===== src/rtl/bsg_cache_req_arbiter.sv =====
// bsg_cache_req_arbiter: round-robin arbiter sharing one bsg_cache, with in-order response routing.
package bsg_cache_req_arbiter_pkg;
  function automatic int bsg_cache_pkt_width(input int addr_width, input int data_width);
    return 6 + addr_width + data_width + data_width / 8;
  endfunction
endpackage

module bsg_cache_req_arbiter
  import bsg_cache_req_arbiter_pkg::*;
#(
  parameter int num_req_p     = 2,
  parameter int pkt_width_p   = bsg_cache_pkt_width(32, 32),
  parameter int data_width_p  = 32,
  parameter int outstanding_p = 4
) (
  input  logic                             clk_i,
  input  logic                             reset_i,
  input  logic [num_req_p*pkt_width_p-1:0] req_pkt_i,
  input  logic [num_req_p-1:0]             req_v_i,
  output logic [num_req_p-1:0]             req_yumi_o,
  output logic [pkt_width_p-1:0]           cache_pkt_o,
  output logic                             cache_v_o,
  input  logic                             cache_yumi_i,
  input  logic [data_width_p-1:0]          cache_data_i,
  input  logic                             cache_v_i,
  output logic                             cache_yumi_o,
  output logic [data_width_p-1:0]          resp_data_o,
  output logic [num_req_p-1:0]             resp_v_o,
  input  logic [num_req_p-1:0]             resp_yumi_i,
  output logic [$clog2(outstanding_p+1)-1:0] outstanding_o
);
  localparam int lg_req_lp = $clog2(num_req_p);
  localparam int lg_out_lp = $clog2(outstanding_p);
  localparam int cnt_w_lp  = $clog2(outstanding_p + 1);
  logic [lg_req_lp-1:0] rr_q, rr_d, g, h;
  logic [lg_out_lp-1:0] wptr_q, wptr_d, rptr_q, rptr_d;
  logic [cnt_w_lp-1:0] cnt_q, cnt_d;
  logic full_q, full_d, empty, push, pop;
  logic [lg_req_lp-1:0] mem_q [outstanding_p];
  // Scan offsets from farthest to nearest so the first valid at or after rr_q wins.
  always_comb begin
    logic [lg_req_lp:0] idx;
    g = rr_q;
    idx = '0;
    for (int j = num_req_p - 1; j >= 0; j--) begin
      idx = {1'b0, rr_q} + (lg_req_lp+1)'(j);
      idx = (idx >= (lg_req_lp+1)'(num_req_p)) ? idx - (lg_req_lp+1)'(num_req_p) : idx;
      if (req_v_i[idx[lg_req_lp-1:0]]) g = idx[lg_req_lp-1:0];
    end
  end
  assign empty        = (cnt_q == '0);
  assign h            = mem_q[rptr_q];
  assign cache_v_o    = ~reset_i & (|req_v_i) & ~full_q;
  assign cache_pkt_o  = req_pkt_i[g*pkt_width_p +: pkt_width_p];
  assign push         = cache_v_o & cache_yumi_i;
  assign req_yumi_o   = push ? num_req_p'(1) << g : '0;
  assign resp_data_o  = cache_data_i;
  assign resp_v_o     = (~reset_i & cache_v_i & ~empty) ? num_req_p'(1) << h : '0;
  assign cache_yumi_o = ~reset_i & cache_v_i & ~empty & resp_yumi_i[h];
  assign pop          = cache_yumi_o;
  assign outstanding_o = cnt_q;
  always_comb begin
    rr_d   = push ? ((g == lg_req_lp'(num_req_p - 1)) ? '0 : g + 1'b1) : rr_q;
    wptr_d = push ? wptr_q + 1'b1 : wptr_q;
    rptr_d = pop ? rptr_q + 1'b1 : rptr_q;
    cnt_d  = cnt_q + cnt_w_lp'(push) - cnt_w_lp'(pop);
    full_d = (cnt_d == cnt_w_lp'(outstanding_p));
  end
  always_ff @(posedge clk_i or posedge reset_i) begin
    if (reset_i) begin
      rr_q   <= '0;
      wptr_q <= '0;
      rptr_q <= '0;
      cnt_q  <= '0;
      full_q <= 1'b0;
    end else begin
      rr_q   <= rr_d;
      wptr_q <= wptr_d;
      rptr_q <= rptr_d;
      cnt_q  <= cnt_d;
      full_q <= full_d;
    end
  end
  // ID storage needs no reset: the pointers and count define which entries are live.
  always_ff @(posedge clk_i) begin
    if (push) mem_q[wptr_q] <= g;
  end
`ifndef SYNTHESIS
  always_ff @(posedge clk_i) begin
    if (!reset_i && cache_v_i && empty) $error("bsg_cache_req_arbiter: cache response with no request outstanding");
  end
`endif
endmodule


===== config.mk =====
export PLATFORM = sky130hd
export DESIGN_NAME = bsg_cache_req_arbiter
export DESIGN_NICKNAME = d
export VERILOG_FILES = /design/src/rtl/bsg_cache_req_arbiter.sv
export SDC_FILE = /design/constraint.sdc
export NUM_CORES = 1
export LEC_CHECK = 0
export ABC_AREA = 1
export ABC_CLOCK_PERIOD_IN_PS = 6700
export BUFFER_PORTS_ARGS = -buffer_cell sky130_fd_sc_hd__buf_2
export CAP_MARGIN = 10
export CORE_AREA = 2 2 117 119
export DETAILED_ROUTE_END_ITERATION = 8
export DIE_AREA = 0 0 119 121
export PLACE_DENSITY = 0.54
export SLEW_MARGIN = 25
export SYNTH_ARGS = -nofsm -noshare
export SYNTH_HDL_FRONTEND = slang
export SYNTH_SLANG_ARGS = --single-unit

===== constraint.sdc =====
create_clock -name clk_i -period 6.7 [get_ports clk_i]
set_clock_uncertainty 0.1 [all_clocks]
set_input_delay 1.675 -clock clk_i [delete_from_list [all_inputs] [get_ports clk_i]]
set_output_delay 1.675 -clock clk_i [all_outputs]
set_load 0.005 [all_outputs]

==> results_dict.tcl <==
set metrics [dict create \
    synth_top_cell_area_share_pct 47.20 \
    synth_area_leader_cell "nand2_1" \
    finalNetCount 754 \
    worstSetupStartpoint "req_v_i[1]" \
    total_count_of_hold_check_failures_in_the_final_report 0 \
    cts_buffer_depth 2 \
    cts_buffers 3 \
    final_antenna_net_count 0 \
    rows 42 \
    finalCriticalPeriod_ps 4828 \
    timing.critical_path.required_ps 4930 \
    critical-path-top-delay-family "buffers and inverters" \
    synth-warning-count 0 \
    first_global_vias 2540 \
    drt_wl_cell_um 11.24 \
    crit_buf_inv 4 \
    clk_sink_count 13 \
    latest_clock_arrival_within_the_worst_skew_pair_ps 240 \
    dominantRegCellSynth "dfrtp_1" \
    globalRouteOverflowTotal 0 \
    syn-mean-instance-area_sq_um 5.316 \
    grt_antenna_before_repair 2 \
    htree_levels 1 \
    unrepaired_setup_endpoints_after_global_routing "no" \
    fp.dieH_um 121 \
    leakagePower_nw 2.075 \
    synthesis.nets 557 \
    setup.worst_path.class "in2out" \
    synthesis.instances 362 \
    r2r_setup_slack_ps 4010 \
    postCtsResizedCells 0 \
    initial_drc_count 55 \
    slew_headroom_pct 48.97 \
    final_core_util_pct 23.75 \
    area.growth.synth_to_final_pct 61.51 \
    hp-start "outstanding_o[0]" \
    power.density_cell_area_nw_per_um2 224.5 \
    wl_um 8253 \
    ffs_w_async_s_r_synth_pct 69.23 \
    synth_edf_count 4 \
    synth.cell_area_sq_um 1924 \
    cap_viol_max_count 0 \
    gp_congestion 0.7474 \
    post_cts.repair.setup_buffers 0 \
    critPathSlowestCell "buf_4" \
    rr_startpoint "outstanding_o[1]" \
    die-width_um 119 \
    transition_at_the_pin_with_the_smallest_max_transition_slack_ps 765.5 \
    timing.hold.ws_ps 498.4 \
    wire_length_of_the_first_global_routing_pass_um 12390 \
    grt_start_max_net_pins 76 \
    worst-endpoint-arrival_ps 3050 \
    drive_above_1_share_pct 44.44 \
    yosysMostFrequentCell "nand2_1" \
    dieArea_sq_um 14400 \
    run_status "finished, final reports clean" \
    synth-seq-cells 13 \
    design_power_total_mw 0.6977 \
    number_of_distinct_library_cell_variants_in_the_gate_level_netlist_after_synthesis 18 \
    timing.critical_path.slowest_cell_delay_ps 420 \
    multiInputGateArea_sq_um 1181 \
    final_critical_path_setup_slack_ps 1872 \
    setup.worst_path.end_class "output pin" \
    slew_violations 0 \
    yosys-top-cells-count "242 x nand2_1, 38 x buf_4, 17 x inv_1, 12 x nor2_1, 11 x nand3_1" \
    tritoncts_clock_tree "built" \
    final-setup-viol-count 0 \
    drt_drc_violations_left 0 \
    post-place-ws_ps 1860 \
    port-buffer-count 238 \
    largest_vdd_supply_drop_v 0.00009044 \
    insertedDiodeCount 0 \
    top_ports 303 \
    post_synth_main_area_contributors "nand2_1 47%, buf_4 15%, dfrtp_1 12%" \
    dr_total_vias 2691 \
    dp_hpwl_um 6875 \
    critical_path.startpoint_type "input pin" \
    fill_cells 1564 \
    cts_hold_buf 0 \
    layout_worst_path_cycle_share_pct 72.06 \
    max_freq_mhz 207.1 \
    initial_core_util_pct 14.71 \
    critical_path.most_common_cell "nand2_1" \
    synth_seq_area_share_pct 17.95 \
    global_route.usage.total_pct 10.59 \
    ff_latch_area_sq_um 345.3 \
    setup_total_negative_slack_ps 0 \
    worstPathCellList "buf_2, nand2_1, nand2_1, o21ai_4, inv_2, buf_4, nand2_1, nand2_1, buf_2" \
    vias_per_cell 3.666 \
    drt-pass1-iter-count 4 \
    clkTransAtPathRegs_ps 50 \
    core_area_sq_um 13090 \
    cts_root_buf "clkbuf_16" \
    worstPathMaxFanout 35 \
    hold_class "reg2reg" \
]
## placed cells by master, fill, tap and decap left out
cell       count
clkbuf_16      3
ha_1           6
nor2_1        12
xor2_1         4
inv_1         17
buf_4          3
a21oi_1        2
edfxtp_1       4
dfrtp_1        9
o21ai_4        1
nand2_1      242
nor3_1         1
o21ai_0        1
buf_2        238
nand3_1       11
clkinv_2       1
fa_1           1
inv_2          1
or2_2          1
## area by class of cell
class                           instances  share of cell area, %
Clock inverter                          1                 0.1610
Sequential cell                        13                  11.11
Clock buffer                            3                  2.415
Timing Repair Buffer                  241                  39.05
Multi-Input combinational cell        282                  38.00
Inverter                               18                  2.174
Tap cell                              176                  7.085
## power by group
part           leakage (nW)  switching (mW)  internal (mW)  total (mW)
Sequential            0.144          0.0279          0.112       0.140
Clock                0.0409          0.0325         0.0793       0.112
Combinational          1.89           0.253          0.194       0.446
## cell families (layout without fill, tap and decap cells)
kind of cell             count (synthesis)  after routing  share of synthesized area, %
AND/OR/NAND/NOR                        267            267                         52.99
AO/OA/AOI/OAI                            4              4                         1.235
adder cells (fa/ha/maj)                  7              7                         4.941
XOR/XNOR                                 4              4                         1.820
flip-flops                              13             13                         17.95
buffers and inverters                   67            263                         21.07
## path summary, 6_finish.rpt
check                                    to  depth (start not counted)
setup / recovery            cache_pkt_o[15]                          9
hold / removal             outstanding_o[0]                          1
setup reg to reg                     full_q                         12
hold reg to reg            outstanding_o[0]                          1
max in group asynchronous         wptr_q[1]                          2
min in group asynchronous              rr_q                          2
## registers in the layout (all words and copies together) (netlist names)
| register | flops |
|---|---|
| mem_q | 4 |
| outstanding_o | 3 |
| rptr_q | 2 |
| wptr_q | 2 |
| full_q | 1 |
| rr_q | 1 |
## routing by layer
metal | global-route usage [%] | routed length, um | vias to the layer above
li1 | - | - | 1438
met1 | 13.19 | 3519 | 1116
met2 | 18.57 | 3990 | 131
met3 | 2.961 | 710 | 4
met4 | 1.563 | 18 | 2
met5 | 0 | 13 | -
## metrics by stage
| stage | cells | cell area, sq um |
|---|---|---|
| after floorplan | 362 | 1924 |
| after global placement | 730 | 3028 |
| after detailed placement | 730 | 3028 |
| after CTS | 734 | 3108 |
| after global routing | 734 | 3108 |
| final | 734 | 3108 |
(Power assumes the default switching activity.)
